## src/rtl/uart_tx_fifo.sv

```systemverilog
// Byte FIFO feeding a UART transmitter: buffers pushed bytes and launches
// them one frame at a time, using tx_busy to find out when each frame ends.
module uart_tx_fifo #(
    parameter int unsigned DEPTH_LOG2   = 4,
    parameter int unsigned BUSY_TIMEOUT = 7
) (
    input  logic                  clk,
    input  logic                  rst,
    input  logic                  wr_en,
    input  logic [7:0]            wr_data,
    input  logic                  ovf_clr,
    output logic                  full,
    output logic                  empty,
    output logic [DEPTH_LOG2:0]   count,
    output logic                  overflow,
    output logic                  timeout,
    output logic                  active,
    output logic                  tx_start,
    output logic [7:0]            tx_data,
    input  logic                  tx_busy
);

    localparam int unsigned DEPTH = 2 ** DEPTH_LOG2;
    localparam int unsigned PW    = DEPTH_LOG2;
    localparam int unsigned CW    = DEPTH_LOG2 + 1;
    localparam int unsigned TW    = (BUSY_TIMEOUT > 0) ? $clog2(BUSY_TIMEOUT + 1) : 1;

    typedef enum logic [1:0] {
        S_IDLE      = 2'd0,
        S_START     = 2'd1,
        S_WAIT_BUSY = 2'd2,
        S_WAIT_DONE = 2'd3
    } state_t;

    state_t          state_q, state_d;
    logic [PW-1:0]   wr_ptr_q, wr_ptr_d;
    logic [PW-1:0]   rd_ptr_q, rd_ptr_d;
    logic [CW-1:0]   count_q, count_d;
    logic            full_q, full_d;
    logic            empty_q, empty_d;
    logic            overflow_q, overflow_d;
    logic            timeout_q, timeout_d;
    logic            active_q, active_d;
    logic            tx_start_q, tx_start_d;
    logic [7:0]      tx_data_q, tx_data_d;
    logic [TW-1:0]   timer_q, timer_d;
    logic [7:0]      mem_q [DEPTH];

    logic            push_c;
    logic            pop_c;
    logic            ovf_set_c;
    logic            to_set_c;

    // Storage array; contents need no reset because pointers and count do.
    always_ff @(posedge clk) begin
        if (push_c) begin
            mem_q[wr_ptr_q] <= wr_data;
        end
    end

    // Control and output registers.
    always_ff @(posedge clk or posedge rst) begin
        if (rst) begin
            state_q    <= S_IDLE;
            wr_ptr_q   <= '0;
            rd_ptr_q   <= '0;
            count_q    <= '0;
            full_q     <= 1'b0;
            empty_q    <= 1'b1;
            overflow_q <= 1'b0;
            timeout_q  <= 1'b0;
            active_q   <= 1'b0;
            tx_start_q <= 1'b0;
            tx_data_q  <= 8'h00;
            timer_q    <= '0;
        end else begin
            state_q    <= state_d;
            wr_ptr_q   <= wr_ptr_d;
            rd_ptr_q   <= rd_ptr_d;
            count_q    <= count_d;
            full_q     <= full_d;
            empty_q    <= empty_d;
            overflow_q <= overflow_d;
            timeout_q  <= timeout_d;
            active_q   <= active_d;
            tx_start_q <= tx_start_d;
            tx_data_q  <= tx_data_d;
            timer_q    <= timer_d;
        end
    end

    // Launch sequencer, FIFO bookkeeping and next values of registered outputs.
    always_comb begin
        state_d   = state_q;
        wr_ptr_d  = wr_ptr_q;
        rd_ptr_d  = rd_ptr_q;
        count_d   = count_q;
        timer_d   = timer_q;
        tx_data_d = tx_data_q;
        pop_c     = 1'b0;
        to_set_c  = 1'b0;

        // Fullness is judged before any same-edge pop, so a pop never makes room.
        push_c    = wr_en && !full_q;
        ovf_set_c = wr_en && full_q;

        case (state_q)
            S_IDLE: begin
                if (!empty_q) begin
                    state_d   = S_START;
                    tx_data_d = mem_q[rd_ptr_q];
                    rd_ptr_d  = rd_ptr_q + PW'(1);
                    pop_c     = 1'b1;
                end
            end
            S_START: begin
                timer_d = '0;
                state_d = S_WAIT_BUSY;
            end
            S_WAIT_BUSY: begin
                if (tx_busy) begin
                    state_d = S_WAIT_DONE;
                end else if (timer_q == TW'(BUSY_TIMEOUT)) begin
                    state_d  = S_IDLE;
                    to_set_c = 1'b1;
                end else begin
                    timer_d = timer_q + TW'(1);
                end
            end
            S_WAIT_DONE: begin
                if (!tx_busy) begin
                    state_d = S_IDLE;
                end
            end
            default: begin
                state_d = S_IDLE;
            end
        endcase

        if (push_c) begin
            wr_ptr_d = wr_ptr_q + PW'(1);
        end

        case ({push_c, pop_c})
            2'b10:   count_d = count_q + CW'(1);
            2'b01:   count_d = count_q - CW'(1);
            default: count_d = count_q;
        endcase

        full_d     = (count_d == CW'(DEPTH));
        empty_d    = (count_d == '0);
        overflow_d = ovf_set_c || (overflow_q && !ovf_clr);
        timeout_d  = to_set_c  || (timeout_q  && !ovf_clr);
        tx_start_d = (state_d == S_START);
        active_d   = (state_d != S_IDLE) || !empty_d;
    end

    assign full     = full_q;
    assign empty    = empty_q;
    assign count    = count_q;
    assign overflow = overflow_q;
    assign timeout  = timeout_q;
    assign active   = active_q;
    assign tx_start = tx_start_q;
    assign tx_data  = tx_data_q;

endmodule

```

## config.mk

```make
export PLATFORM = sky130hd
export DESIGN_NAME = uart_tx_fifo
export DESIGN_NICKNAME = d
export VERILOG_FILES = /design/src/rtl/uart_tx_fifo.sv
export SDC_FILE = /design/constraint.sdc
export NUM_CORES = 1
export LEC_CHECK = 0
export BUFFER_PORTS_ARGS = -buffer_cell sky130_fd_sc_hd__buf_2
export CORE_MARGIN = 2
export CORE_UTILIZATION = 49
export DETAILED_ROUTE_END_ITERATION = 6
export PLACE_DENSITY = 0.66
export SLEW_MARGIN = 20
export SYNTH_ARGS = -nofsm -noshare
export SYNTH_HDL_FRONTEND = slang
export SYNTH_SLANG_ARGS = --single-unit
```

## constraint.sdc

```tcl
create_clock -name clk -period 6.85 [get_ports clk]
set_input_delay 0.685 -clock clk [delete_from_list [all_inputs] [get_ports clk]]
set_output_delay 0.685 -clock clk [all_outputs]
set_load 0.02 [all_outputs]
```

-- Word level (Yosys, flattened, before mapping)
Memories as Yosys holds them, arrays and structs flattened. A register that Yosys moved wholly into a read port is not among the register bits.
Index checks and enable logic that the tools add are counted.
- output and inout bits: 19
- logic and storage cells: 60
- register bits after elaboration: 24
- memory bits (writable): 128
- memories kept: 1
- input bits: 13
- bitwise operators: 1
- reduce and logical (&&, ||, !) cells: 16
- equal/unequal tests: 10
- muxes and demuxes: 16
- $add $sub $neg: 5
- memories (name ; depth ; width ; rd ports ; clocked after memory_dff ; wr ports ; RTL line ; RTL):
    mem_q ; 16 ; 8 ; 1 ; 1 ; 1 ; 47 ; logic [7:0] mem_q [DEPTH];
- operators by type and width (cell ; count):
    one-hot mux 5 bit (2 select lines) ; 1
    adder 4 x 1 -> 4 bit (second input constant) ; 2
    two-way mux 2 bit ; 4
    one-hot mux 2 bit (4 select lines) ; 1
    two-way mux 1 bit ; 7
    == test 2 x 1 -> 1 bit (second input constant) ; 3
    == test 2 bit (second input constant) ; 3
    two-way mux 3 bit ; 2
    one-hot mux 3 bit (2 select lines) ; 1
    adder 5 x 1 -> 5 bit (second input constant) ; 1
    == test 5 bit (second input constant) ; 1
    zero test 5 bit ; 1
    subtractor 5 x 1 -> 5 bit (second input constant) ; 1
    logical AND 1 bit ; 4
    inequality test 2 bit (second input constant) ; 2
    nonzero test 2 bit ; 2
    adder 3 x 1 -> 3 bit (second input constant) ; 1
    == test 3 bit (second input constant) ; 1
    zero test 1 bit ; 3
    logical OR 1 bit ; 3
    AND reduction 3 bit ; 1
    zero test 2 bit ; 1
    AND reduction 2 bit ; 1
    inverter 1 bit ; 1

-- Longest topological paths before layout
- depth in word-level cells: 7
- mapped depth: 12
- gate-level depth less buffers: 11

-- Worst setup path after synthesis
Ideal clock, no wire load.
- path type: input to register
- start: in wr_en
- end: reg active_q, in the netlist active
- required time: 6719 ps
- data arrival time: 2534 ps
- stages on the path: 12
- slack: 4184 ps
- buffers on the path: 1
- library setup time: 131 ps
- path through: nor2b_1 buf_2 inv_2 nand2_2 xnor2_1 ha_1 o21ai_0 a211oi_1 a2bb2oi_1 nor3_1 xor2_1 or3_1
- cells in the longest elaborated chain, start to end: 6
- elaborated cells on any way between the ends: 7
- classes of those cells: eq/ne (2); mux (1); reduce/logical (4)
- ends and longest elaborated chain (what ; RTL line ; RTL):
    from (decl) ; 9 ; input logic wr_en,
    logical AND 1 bit (*) ; 104 ; push_c = wr_en && !full_q;
    == test 2 x 1 -> 1 bit / == test 2 bit (equally long branches) ; 144 ; case ({push_c, pop_c})
    one-hot mux 5 bit (2 select lines) (*) ; 144 ;
    net count_d[4] ; 38 ; logic [CW-1:0] count_q, count_d;
    zero test 5 bit (*) ; 151 ; empty_d = (count_d == '0);
    zero test 1 bit (*) ; 155 ; active_d = (state_d != S_IDLE) || !empty_d;
    logical OR 1 bit (*) ; 155 ;
    net active_d ; 43 ; logic active_q, active_d;
    to (signal assigned) ; 85 ; active_q <= active_d;
    to (decl) ; 43 ;
The timed path passes the listed nets; every way through them passes the cells marked *.
A chain may end at the register's enable or synchronous reset.

-- Final worst setup path
- start: reg state_q[1]
- end: reg active_q, in the netlist active
- cells in the longest elaborated chain, start to end: 7
- elaborated cells on any way between the ends: 17
- classes of those cells: eq/ne (5); mux (7); reduce/logical (5)
- ends and longest elaborated chain (what ; RTL line ; RTL):
    from (decl) ; 35 ; state_t state_q, state_d;
    from (signal assigned) ; 77 ; state_q <= state_d;
    zero test 2 bit (*) ; 107 ; case (state_q)
    two-way mux 1 bit (*) ; 107 ;
    == test 2 x 1 -> 1 bit / == test 2 bit (equally long branches) ; 144 ;
    one-hot mux 5 bit (2 select lines) (*) ; 144 ;
    net count_d[4] ; 38 ;
    zero test 5 bit (*) ; 151 ;
    zero test 1 bit (*) ; 155 ;
    logical OR 1 bit (*) ; 155 ;
    net active_d ; 43 ;
Marks and branches as above.

==> results.ini <==
[run_status]
status = complete, no violations

[yosys]
synth_edf_count = 128
synth.net_count = 388
synthAdderAreaFrac_pct = 1.737
yosys.area.top_type_share_pct = 59.29
ys_ff_latch = 160
synth.top_cells.by_area = edfxtp_1 (59%), dfrtp_1 (12%), mux4_2 (11%), mux2i_1 (2.6%), ha_1 (1.7%)
yosys_warnings = 0
synthMuxAreaShare_pct = 13.92
syn_avg_cell_area_um2 = 17.71
yosys_most_used_dff = edfxtp_1
synth_top_family_by_area = multiplexers
synth_top_area_cell = edfxtp_1
synth-xor-area-share_pct = 1.621
synthSimpleGateAreaFrac_pct = 5.752
ys_seq_area_share_pct = 71.67
ys_types = 39
synthCells = 366
synth-async-reset-ratio_pct = 20.00
synth_compound_area_share_pct = 3.320
synth_area_mm2 = 0.006482
synth_commonest_cells = edfxtp_1 (128), mux4_2 (32), dfrtp_1 (31), mux2i_1 (17)
yosysMostFrequentCell = edfxtp_1

[timing]
setup_viol = 0
tightestPinTransition_ns = 0.7211
fmax_ghz = 0.3097
final.period_utilization_pct = 47.14
fin_ws_ns = 3.621
final_hold_viol_count = 0
maxSlewViolCount = 0
clock_skew_ns = 0.006909
relSlewSlack_pct = 51.83
finalSetupTns_ns = 0
period_minus_slack_ns = 3.229
rsz0062_at_grt = false

[worst_hold_path]
min_path_type = in -> async

[critical_path]
cp.required_ns = 7.13
worstPathCellList = or3_1 > inv_4 > nand2_2 > xnor2_1 > ha_1 > o21ai_0 > a211oi_1 > a2bb2oi_1 > nor3_1 > xor2_1 > or3_1
critPathMaxFanout = 17
critical_path.max_stage_delay_ns = 0.72
r2r_cells = 11
cp.depth = 11
critPathBufInv = 1
path_common_cell = or3_1
crit_type = reg -> reg
slowest_stage = or3_1
start_kind = flip-flop
cp_top_family = simple AND/OR/NAND/NOR gates
arrival_ns = 3.51
end_kind = flip-flop

[power_and_ir_drop]
switching_power_mw = 0.9527
power_frac_comb_pct = 28.9
switching_share_pct = 30.97
seqPwrFrac_pct = 43.8
pwr_density_cell_mw_per_mm2 = 419.5
p_int_mw = 2.123
p_leak_nw = 2.576
p_clk_share_pct = 27.3
ir_drop_mv = 0.2086

[cts]
post_cts_resized = 0
clock_path_buffers = 2
htree_levels = 4
cts_tree = built
clock_latency_ns = 0.42
clk_pin_slew_ns = 0.06
cts.sinks = 160
clock-root-buffer = clkbuf_16
cts_made_buffers = 17
cts_hold_buf = 0
cts_setup_buffers = 0

[die]
dieWidth_um = 119.0
dieArea_mm2 = 0.01417
rows = 42
pin_count = 32
die_h_um = 119.0
start_util_pct = 49.54
coreArea_mm2 = 0.01309

[global_routing]
grt.total_usage_pct = 18.10
grt_pass1_vias = 3325
grt_pass1_wl_um = 18560
grt_max_degree = 36
overflow = 0
antenna_found_initial = 0

[routing]
post_drt_wl_per_cell_um = 19.78
first_iter_violations = 274
ant_nets = 0
wl_met2_um = 5776
num_vias = 3280
drc_errors = 0
wl_met1_um = 5135
met3_length_um = 640
wl_um = 11690
highest_layer = met4
viasPerCell = 5.550
first_pass_iters = 4

[placement]
io_buffers = 31
postPlaceCellArea_mm2 = 0.006797
gp_congestion = 0.8049
dp_slack_ns = 3.518
placedCellCount = 559
hpwl_um = 7673

[layout]
finalInstanceArea_mm2 = 0.007332
final_net_count = 424
antennaDiodeCount = 0
drive_above_1_share_pct = 24.34
stdcell_count = 591
area_growth_pct = 13.11
fin_util_pct = 56.03

[job]
maxCapViolCount = 0

layout make-up:
type	instances	area, µm²
Tap cell	176	220.2
Timing Repair Buffer	35	185.2
Sequential cell	160	4647
Multi-Input combinational cell	179	1708
Clock inverter	6	36.28
Inverter	9	36.28
Clock buffer	26	499.2
Fill cell	979	5753
path summary, 6_finish.rpt:
path                            start         end  slack [ns]
setup / recovery           state_q[1]      active        3.62
hold / removal                    rst  tx_data[7]        0.34
setup reg to reg           state_q[1]      active        3.62
hold reg to reg            tx_data[2]  tx_data[2]        0.50
max in group asynchronous         rst       empty        6.18
min in group clk              ovf_clr     timeout        0.47
worst min-delay path: stages:
cell and delay (ns):
buf_2 0.09, inv_1 0.04, buf_4 0.35
cells in the final DEF, fill, tap and decap left out, drive strengths merged, types with 2 or more instances in the layout:
cell    instances
and2           16
nor2           13
a211oi          2
dfrtp          31
nor3            7
a21oi          13
mux4           32
xnor2          10
edfxtp        128
mux2i          17
a31oi           2
xor2            2
nor3b           4
nand2          16
buf            35
nand4           3
o21ai          16
a211o           2
clkbuf         26
nand2b          2
inv             9
nor2b           3
ha              9
or3             2
clkinv          5
power by group through the flow:
| stage | registers [mW] | logic, mW | clock network, mW |
|---|---|---|---|
| floorplan | 1.36 | 0.673 | 0 |
| global placement | 1.36 | 0.887 | 0 |
| detailed placement | 1.37 | 0.903 | 0 |
| CTS | 1.35 | 0.904 | 0.862 |
| global route | 1.37 | 0.981 | 0.902 |
| finish | 1.35 | 0.888 | 0.841 |
cells by family (layout without fill, tap and decap cells):
kind of cell               Yosys count  after routing
AOI/OAI and AO/OA                   38             38
and+or+nand+nor                     70             70
buffers and inverters               27             76
DFF                                160            160
adders and majority gates            9              9
muxes                               50             50
xor gates and xnor gates            12             12
registers in the layout, summed over array words and instances (netlist names), 2 cells and up:
signal	cells
state_q	2
mem_q	128
count	5
rd_ptr_q	4
tx_data	8
timer_q	3
wr_ptr_q	4
per-stage QoR:
stage | power [mW] | hold WS [ns]
2_1_floorplan | 2.028 | 0.4669
3_3_place_gp | 2.245 | 0.4766
3_5_place_dp | 2.269 | 0.4883
4_1_cts | 3.114 | 0.3399
5_1_grt | 3.253 | 0.3684
6_report | 3.076 | 0.3360
per-layer routing:
layer  global-route usage, %  up-vias
li1                        -     1487
met1                   24.25     1694
met2                   28.59       88
met3                   5.268       11
met4                   6.324        0
met5                       0        -
(Power assumes the default switching activity.)
